## config.mk

```make
export PLATFORM = sky130hd
export DESIGN_NAME = fan_pwm_driver
export DESIGN_NICKNAME = d
export VERILOG_FILES = /design/src/rtl/fan_pkg.sv /design/src/rtl/tach_sync_edge.sv /design/src/rtl/fan_pwm_driver.sv
export SDC_FILE = /design/constraint.sdc
export NUM_CORES = 1
export LEC_CHECK = 0
export ABC_AREA = 1
export CORE_ASPECT_RATIO = 0.7
export CORE_MARGIN = 2
export CORE_UTILIZATION = 40
export CTS_CLUSTER_DIAMETER = 150
export CTS_CLUSTER_SIZE = 25
export DETAILED_ROUTE_END_ITERATION = 6
export PLACE_DENSITY = 0.58
export SLEW_MARGIN = 20
export SYNTH_ARGS = -nofsm -noshare
export SYNTH_HDL_FRONTEND = slang
export SYNTH_SLANG_ARGS = --single-unit
```

## constraint.sdc

```tcl
create_clock -name clk -period 1.8 [get_ports clk]
set_clock_uncertainty 0.05 [all_clocks]
set_input_delay 0.27 -clock clk [delete_from_list [all_inputs] [get_ports clk]]
set_output_delay 0.27 -clock clk [all_outputs]
set_load 0.05 [all_outputs]
```

## src/rtl/fan_pkg.sv

```systemverilog
// Shared definitions for the fan PWM driver: FSM encodings, slot/level sizes
// and the one-step ramp helper.
package fan_pkg;

  localparam int SLOTS     = 16;
  localparam int SLOT_W    = $clog2(SLOTS);
  localparam int LEVEL_MAX = 15;
  localparam int CRS_W     = 4;

  typedef logic [SLOT_W-1:0] slot_t;
  typedef logic [CRS_W-1:0]  level_t;

  typedef enum logic [1:0] {
    ST_OFF   = 2'd0,
    ST_KICK  = 2'd1,
    ST_RUN   = 2'd2,
    ST_STALL = 2'd3
  } fan_state_e;

  // One step toward the target; the target is itself 0..15, so this never wraps.
  function automatic level_t step_toward(input level_t cur, input level_t tgt);
    if (cur < tgt) return cur + level_t'(1);
    if (cur > tgt) return cur - level_t'(1);
    return cur;
  endfunction

endpackage

```

## src/rtl/tach_sync_edge.sv

```systemverilog
// Brings the asynchronous tachometer pulse into the clk domain and emits a
// one-cycle pulse on each rising edge.
module tach_sync_edge (
  input  logic clk,
  input  logic rst,
  input  logic tach_i,
  output logic edge_o
);

  logic sync1_q;
  logic sync2_q;
  logic prev_q;

  // Two-flop synchronizer followed by a delay flop for edge detection.
  always_ff @(posedge clk) begin
    if (rst) begin
      sync1_q <= 1'b0;
      sync2_q <= 1'b0;
      prev_q  <= 1'b0;
    end else begin
      // NOTE: non-blocking so each flop captures its neighbour's pre-edge value.
      sync1_q <= tach_i;
      sync2_q <= sync1_q;
      prev_q  <= sync2_q;
    end
  end

  // Only sync2_q and later are used; sync1_q may be metastable.
  assign edge_o = sync2_q & ~prev_q;

endmodule

```

## src/rtl/fan_pwm_driver.sv

```systemverilog
// Turns the 4-bit fan speed code into a PWM drive with a spin-up kick, a
// gradual ramp toward the target and tachometer-based stall detection.
module fan_pwm_driver
  import fan_pkg::*;
#(
  parameter int PRESCALE      = 4,
  parameter int KICK_PERIODS  = 8,
  parameter int RAMP_PERIODS  = 4,
  parameter int STALL_PERIODS = 32
) (
  input  logic             clk,
  input  logic             rst,
  input  logic [CRS_W-1:0] crs_i,
  input  logic             tach_i,
  output logic             pwm_o,
  output logic [CRS_W-1:0] level_o,
  output logic [1:0]       state_o,
  output logic             stall_o
);

  localparam int PW = $clog2(PRESCALE) + 1;
  localparam int KW = $clog2(KICK_PERIODS) + 1;
  localparam int RW = $clog2(RAMP_PERIODS) + 1;
  localparam int SW = $clog2(STALL_PERIODS) + 1;

  localparam logic [PW-1:0] PRESC_LAST = PW'(PRESCALE - 1);
  localparam logic [KW-1:0] KICK_LAST  = KW'(KICK_PERIODS);
  localparam logic [RW-1:0] RAMP_LAST  = RW'(RAMP_PERIODS);
  localparam logic [SW-1:0] STALL_LAST = SW'(STALL_PERIODS);
  localparam slot_t         SLOT_LAST  = slot_t'(SLOTS - 1);

  logic [PW-1:0] presc_q;
  slot_t         slot_q;
  level_t        crs_q;
  logic          pwm_q;

  fan_state_e    state_q, state_d;
  level_t        level_q, level_d;
  logic [KW-1:0] kick_q,  kick_d;
  logic [RW-1:0] ramp_q,  ramp_d;
  logic [SW-1:0] stall_q, stall_d;

  logic          tach_edge;
  logic          pb;
  logic          stalled;
  logic [KW-1:0] kick_inc;
  logic [RW-1:0] ramp_inc;
  logic [SW-1:0] stall_inc;

  tach_sync_edge u_tach (
    .clk    (clk),
    .rst    (rst),
    .tach_i (tach_i),
    .edge_o (tach_edge)
  );

  assign pb        = (presc_q == PRESC_LAST) && (slot_q == SLOT_LAST);
  assign kick_inc  = kick_q + KW'(1);
  assign ramp_inc  = ramp_q + RW'(1);
  assign stall_inc = stall_q + SW'(1);

  // Slot timebase, crs input register and the registered PWM comparator.
  always_ff @(posedge clk) begin
    if (rst) begin
      presc_q <= '0;
      slot_q  <= '0;
      crs_q   <= '0;
      pwm_q   <= 1'b0;
    end else begin
      if (presc_q == PRESC_LAST) begin
        presc_q <= '0;
        slot_q  <= slot_q + slot_t'(1);
      end else begin
        presc_q <= presc_q + PW'(1);
      end
      crs_q <= crs_i;
      pwm_q <= (slot_q < level_q);
    end
  end

  // FSM state, applied level and the kick/ramp/stall counters.
  always_ff @(posedge clk) begin
    if (rst) begin
      state_q <= ST_OFF;
      level_q <= '0;
      kick_q  <= '0;
      ramp_q  <= '0;
      stall_q <= '0;
    end else begin
      state_q <= state_d;
      level_q <= level_d;
      kick_q  <= kick_d;
      ramp_q  <= ramp_d;
      stall_q <= stall_d;
    end
  end

  // Next state: stall supervision every cycle, state and level moves on a PB only.
  always_comb begin
    // NOTE: defaults first so every path assigns every _d signal (no latches).
    state_d = state_q;
    level_d = level_q;
    kick_d  = kick_q;
    ramp_d  = ramp_q;
    stall_d = stall_q;
    stalled = 1'b0;

    // A tach edge clears the counter even on a PB; only a spinning RUN counts.
    if (tach_edge) begin
      stall_d = '0;
    end else if (state_q != ST_RUN || level_q == '0) begin
      stall_d = '0;
    end else if (pb) begin
      stall_d = stall_inc;
      stalled = (stall_inc == STALL_LAST);
    end

    if (pb) begin
      unique case (state_q)
        ST_OFF: begin
          if (crs_q != '0) begin
            state_d = ST_KICK;
            level_d = level_t'(LEVEL_MAX);
            kick_d  = '0;
          end
        end
        ST_KICK: begin
          kick_d = kick_inc;
          if (crs_q == '0 || kick_inc == KICK_LAST) begin
            state_d = ST_RUN;
            ramp_d  = '0;
          end
        end
        ST_RUN: begin
          if (stalled) begin
            state_d = ST_STALL;
            level_d = '0;
          end else if (level_q == '0 && crs_q == '0) begin
            state_d = ST_OFF;
          end else if (ramp_inc == RAMP_LAST) begin
            ramp_d  = '0;
            level_d = step_toward(level_q, crs_q);
          end else begin
            ramp_d = ramp_inc;
          end
        end
        ST_STALL: begin
          level_d = '0;
          if (crs_q == '0) state_d = ST_OFF;
        end
      endcase
    end
  end

  // Outputs decoded from registered state.
  always_comb begin
    state_o = state_q;
    stall_o = (state_q == ST_STALL);
  end

  assign pwm_o   = pwm_q;
  assign level_o = level_q;

endmodule

```

==> flow_summary.yaml, run 1 <==
yosys:
  synthesis.area_um2: 1990
  synthesis.instances: 285
  synth_fp_nets: 309
  synth.lib_cells_used.distinct: 29
  synth_sequential_area_ratio: 0.342
  postSynthAreaPerCell_um2: 6.99
  synth-seq-cells: 34
  yosys_warnings: 0
die:
  chipWidth_um: 88.3
  die_height_um: 63.0
  fp.coreArea_um2: 4780
  io-pin-count: 15
  starting_density_of_the_core: 0.417
  std_cell_rows: 21
  design.die.area_um2: 5570
worst_setup_path:
  cp.required_ns: 1.93
  cp.arrival_ns: 1.86
  setup.worst_path.class: "flip-flop to flip-flop"
  cpMaxStageDelayCell: "dfxtp_2"
  cell_breakdown_of_the_critical_path: "ha_4 > ha_4 > nand3_4 > nor2_8 > nand2_4 > nor2_4 > nand3_4 > nand3b_1 > nand2_1 > nor2_1 > nor2_1"
  cp_max_fo: 5
  worst_path_largest_cell_delay_ns: 0.35
  timing.critical_path.from_type: "flip-flop"
  category_of_the_worst_setup_path_capture_point: "flip-flop"
detailed_routing:
  routed_wirelength_mm: 4.32
  via_count: 1772
  drtAntennaViolNets: 0
  average_wire_per_standard_cell_um: 11.0
  vias_per_cell: 4.51
  initial_detailed_routing_violation_count: 85
  detail_route.first_pass.iterations: 4
  drcViolationCount: 0
power:
  power.density_nw_per_um2: 587
  design_power_total_mw: 1.50
  vdd_ir_drop_max_mv: 0.324
  power.static_leakage_nw: 1.18
cts:
  ctsLongestPathBuffers: 2
  holdBufCountCts: 0
  clk-insertion-delay-late_ns: 0.28
  clock-sinks: 34
  root_buffer: "clkbuf_8"
  h-tree-depth: 2
  cts_tree: "done"
  cts-buffers-inserted: 5
  clock_pin_slew_on_the_worst_setup_and_hold_paths_ns: 0.07
global_routing:
  grt.busiest_layer: "met1"
  met3_demand_to_capacity_share_in_global_routing: 0.0410
  grt_pass1_vias: 1546
  globalRouteMet2Util: 0.214
  gr-total-overflow: 0
  antenna_found_initial: 0
  met1_usage: 0.265
  wire_length_of_the_first_global_routing_pass_mm: 7.16
  largest_net_degree_at_the_start_of_global_routing: 15
  groute.usage.overall: 0.165
timing:
  rsz_0062_raised_after_global_routing: "true"
  setup_total_negative_slack_ns: 0
  final-max-slew-violation-count: 0
  finalHoldViolCount: 0
  max_clock_freq_mhz: 578
  layout_worst_path_cycle_share: 0.962
  minimum_clock_period_after_layout_ns: 1.73
  timing.final.ws_setup_ns: 0.0686
  setup-violations-final: 0
  max-slew-margin-rel: 0.658
  min_hold_slack_ns: 0.352
  worst_pin_slew_ns: 0.511
layout:
  area_growth_syn_to_fin_pct: 28.0
  insertedDiodeCount: 0
  drive_above_1_share: 0.213
  post_layout_net_count: 347
  finish.instance_area_um2: 2550
flow_run:
  max_cap_violations: 0
worst_hold_path:
  min-delay-path-class: "flip-flop to flip-flop"
status:
  result_of_the_run: "finished clean"
placement:
  dp_worst_slack_ns: 0.00145
  placement.io_buffers: 14
  placed_cell_area_um2: 2300
  place.gp.congestion: 0.823
  detailed_placer_s_ending_hpwl_mm: 3.21
[kinds of logic (layout without fill, tap and decap cells)]
| logic type | count (synthesis) | in the layout | share of synthesized area |
|---|---|---|---|
| buf+inv | 48 | 86 | 0.0974 |
| simple gates | 151 | 152 | 0.345 |
| fa+ha+maj | 17 | 17 | 0.107 |
| xor+xnor | 6 | 6 | 0.0264 |
| flops | 34 | 34 | 0.342 |
| compound gates | 29 | 29 | 0.0829 |
[through the flow]
stage,util,std cells
floorplan,-,285
global placement,0.480,378
detailed placement,0.480,378
CTS,0.501,386
global route,0.533,393
finish,0.533,393
[what timing repair did]
action                                  in CTS  in global routing
cloned                                       0                  1
setup buffers                                0                  6
gates resized for setup                      2                 21
pin swaps                                    0                 10
endpoints found under the setup margin       4                 13
[Yosys cell counts (all sizes together)]
cell | instances | share of area
a211oi | 3 | 0.011
a21o | 1 | 0.0044
a21oi | 17 | 0.045
buf | 1 | 0.0038
clkbuf | 2 | 0.0088
dfxtp | 34 | 0.34
ha | 17 | 0.11
inv | 45 | 0.085
nand2 | 71 | 0.14
nand3 | 20 | 0.065
nand3b | 3 | 0.011
nand4 | 2 | 0.0063
nor2 | 52 | 0.11
nor3 | 2 | 0.0050
nor4 | 1 | 0.0031
o21a | 2 | 0.0075
o21ai | 6 | 0.015
xnor2 | 3 | 0.013
xor2 | 3 | 0.013
[layer usage]
layer / part of all wire / wire, µm / vias up
met5: 0 / 0 / -
met4: 0.0093 / 40 / 0
met3: 0.056 / 241 / 7
met2: 0.39 / 1680 / 32
met1: 0.55 / 2360 / 760
li1: - / - / 973
[area by class of cell]
type	count	area, µm²
clock buffer	6	82.6
clock inverter	2	12.5
fill	488	2230
inverter	45	169
multi-input combinational	204	1230
sequential	34	694
tap	69	86.3
timing repair buffer	33	278
[flip-flops by register name, indices dropped and copies added, names as in the netlist]
signal,count
slot_q,4
stall_q,6
u_tach.prev_q,1
pwm_o,1
ramp_q,3
kick_q,4
crs_q,4
state_o,2
u_tach.sync1_q,1
u_tach.sync2_q,1
presc_q,3
level_o,4
[critical path, delay by kind of cell, from the launching register on]
| kind | cells | cell delay (ns) |
|---|---|---|
| adder cells (fa/ha/maj) | 2 | 0.28 |
| AND/OR/NAND/NOR | 9 | 0.94 |
| flip-flops | 1 | 0.35 |
[worst paths after layout]
check	depth (start not counted)	slack (ns)	end	startpoint
worst min-delay path	2	0.35	u_tach.sync2_q	u_tach.sync1_q
worst max-delay path	11	0.07	level_o[3]	presc_q[0]
worst max register to register	11	0.07	level_o[3]	presc_q[0]
worst min register to register	2	0.35	u_tach.sync2_q	u_tach.sync1_q
[report_power, final]
group	total, mW	leakage (nW)	switching [mW]	internal [mW]
Combinational	0.128	0.852	0.0691	0.0591
Clock	0.588	0.0472	0.281	0.307
Sequential	0.780	0.280	0.0103	0.770
Total	1.50	1.18	0.360	1.14
[cell usage in the layout, fill, tap and decap left out, drive strengths merged]
cell type,netlist,routed
nand3,20,21
clkdlybuf4s50,0,7
buf,1,26
dfxtp,34,34
clkbuf,2,6
o21a,2,2
nor3,2,2
nor2,52,52
a21o,1,1
clkinvlp,0,1
nor4,1,1
ha,17,17
o21ai,6,6
nand2,71,71
a21oi,17,17
nand4,2,2
inv,45,45
xnor2,3,3
a211oi,3,3
nand3b,3,3
xor2,3,3
clkinv,0,1
(Power assumes the default switching activity.)
==> run 2, diff against run 1 <==
--- a/config.mk
+++ b/config.mk
@@ -13,6 +13,7 @@
 export CTS_CLUSTER_SIZE = 25
 export DETAILED_ROUTE_END_ITERATION = 6
 export PLACE_DENSITY = 0.58
+export REMOVE_ABC_BUFFERS = 1
 export SLEW_MARGIN = 20
 export SYNTH_ARGS = -nofsm -noshare
 export SYNTH_HDL_FRONTEND = slang
==> run 2 against run 1 <==
  * Final area is 0.88% lower
  * Clock-buffer cell count stayed put
  * Worst setup slack worse by 0.023 ns
  * Cell count stayed put
  * Largest power group unchanged
  * Routed wire length is 2.7% lower
  * Maximum frequency is 1.3% lower
  * Highest routed layer unchanged
  * Flip-flop and latch count stayed put
  * Total power is 1.2% higher
  * Critical endpoint is now level_o[1]
  * Critical path depth is 1 higher
  * Sequential power hardly changed
  * Clock power is 2% higher
  * Via count is 0.23% higher
==> flow_summary.yaml, run 2 (synthesis gave the netlist of run 1 again) <==
power:
  power.density_nw_per_um2: 599
  power.static_leakage_nw: 1.17
  vdd_ir_drop_max_mv: 0.404
global_routing:
  grt_pass1_vias: 1623
  groute.usage.overall: 0.166
  antenna_found_initial: 0
  wire_length_of_the_first_global_routing_pass_mm: 7.18
  largest_net_degree_at_the_start_of_global_routing: 15
  gr-total-overflow: 0
layout:
  post_layout_net_count: 347
  multi_input_combinational_cell_area_um2: 1200
  layout.core_utilization: 0.529
  largest-register: "stall_q"
  drive_above_1_share: 0.198
  nFillCells: 485
  finish.instance_area_um2: 2530
  area.sequential_um2: 687
  area_growth_syn_to_fin_pct: 26.9
  layout_commonest_cell: "nand2_1"
  largest_register_ffs: 6
  mostFrequentLayoutCells: "64 x nand2_1, 46 x nor2_1, 44 x inv_1"
  insertedDiodeCount: 0
detailed_routing:
  average_wire_per_standard_cell_um: 10.7
  route.layer.met1.wl_mm: 2.35
  wl_met2_mm: 1.65
  drcViolationCount: 0
  routed_wirelength_mm: 4.21
  dr_wl_met3_um: 183
  detail_route.first_pass.iterations: 4
  initial_detailed_routing_violation_count: 93
  routed.top_layer: "met4"
  via_count: 1776
  drtAntennaViolNets: 0
  vias_per_cell: 4.52
worst_setup_path:
  ff2ff_setup_slack_ns: 0.05
  cp.arrival_ns: 1.93
  cp.required_ns: 1.97
  setup.worst_path.end: "level_o[1]"
  worstReg2RegEnd: "level_o[1]"
  worstSetupStartpoint: "presc_q[0]"
  cp_max_fo: 8
  category_of_the_worst_setup_path_capture_point: "flip-flop"
  timing.critical_path.from_type: "flip-flop"
  setup.worst_path.class: "flip-flop to flip-flop"
  timing.rr.start: "presc_q[0]"
  ff2ff_path_depth: 12
die:
  chipWidth_um: 88.3
  starting_density_of_the_core: 0.417
  die_height_um: 63.0
  fp.coreArea_um2: 4780
  design.die.area_um2: 5570
  io-pin-count: 15
  std_cell_rows: 21
placement:
  detailed_placer_s_ending_hpwl_mm: 3.17
  placement.io_buffers: 14
  place.gp.congestion: 0.814
  placed_cell_area_um2: 2330
cts:
  root_buffer: "clkbuf_8"
  cts-buffers-inserted: 5
  cts_tree: "done"
  clk-insertion-delay-late_ns: 0.29
  clock_pin_slew_on_the_worst_setup_and_hold_paths_ns: 0.07
  holdBufCountCts: 0
  ctsLongestPathBuffers: 2
  h-tree-depth: 2
  clock-sinks: 34
timing:
  worst_pin_slew_ns: 0.487
  finalHoldViolCount: 0
  final-max-slew-violation-count: 0
  rsz_0062_raised_after_global_routing: "true"
  setup-violations-final: 0
  layout_worst_path_cycle_share: 0.975
  setup_total_negative_slack_ns: 0
  max-slew-margin-rel: 0.674
  max_clock_freq_mhz: 570
  minimum_clock_period_after_layout_ns: 1.75
flow_run:
  max_cap_violations: 0
worst_hold_path:
  min-delay-path-class: "flip-flop to flip-flop"
status:
  result_of_the_run: "finished clean"
run 2: cell counts in the layout (fill, tap and decap cells not counted):
Identical to the previous run, type by type.
run 2: routing by layer:
layer,vias up,GRT usage
li1,968,-
met1,782,0.237
met2,24,0.241
met3,2,0.0436
met4,0,0.0530
met5,-,0
run 2: how the worst min path moves through the flow:
| stage | from | to | depth (start not counted) |
|---|---|---|---|
| 2_1_floorplan | rst | kick_q[1] | 1 |
| 3_3_place_gp | u_tach.sync1_q | u_tach.sync2_q | 2 |
| 3_5_place_dp | u_tach.sync1_q | u_tach.sync2_q | 2 |
| 4_1_cts | u_tach.sync1_q | u_tach.sync2_q | 2 |
| 5_1_grt | u_tach.sync1_q | u_tach.sync2_q | 2 |
| 6_report | u_tach.sync1_q | u_tach.sync2_q | 2 |
run 2: timing repair:
item,in CTS,in global routing
buffers inserted,0,2
endpoints found under the hold margin,0,0
resized for setup,0,21
setup endpoints to repair,0,14
run 2: cell type report:
type | instances | area share
clock buffer | 6 | 0.0327
clock inverter | 2 | 0.00495
inverter | 45 | 0.0668
multi-input combinational | 204 | 0.475
sequential | 34 | 0.272
tap | 69 | 0.0342
timing repair buffer | 33 | 0.115
run 2: through the flow:
step	worst slack (ns)	power (mW)	std cells	hold WS [ns]
floorplan	-0.310	0.860	282	0.289
global placement	0.0341	0.909	382	0.340
detailed placement	0.00985	0.910	382	0.345
CTS	0.00305	1.51	390	0.356
global route	-0.0961	1.59	393	0.385
finish	0.0457	1.51	393	0.352
run 2: report_power, final:
part | internal [mW] | total [mW] | leakage [nW] | switching [mW]
Sequential | 0.772 | 0.782 | 0.278 | 0.00980
Combinational | 0.0616 | 0.129 | 0.848 | 0.0674
Clock | 0.308 | 0.602 | 0.0472 | 0.295
Total | 1.14 | 1.51 | 1.17 | 0.372
run 2: worst max-delay path, cell delays in order, from the launching register on:
cell and delay, ns:
dfxtp_2 0.36, ha_4 0.14, ha_4 0.13, nand3_4 0.09
nor2_8 0.16, nand2_2 0.08, nor2_4 0.16, nand3_4 0.12
nand3_4 0.12, nand2_4 0.08, nand2_2 0.06, nand2_1 0.04
nor2_1 0.11
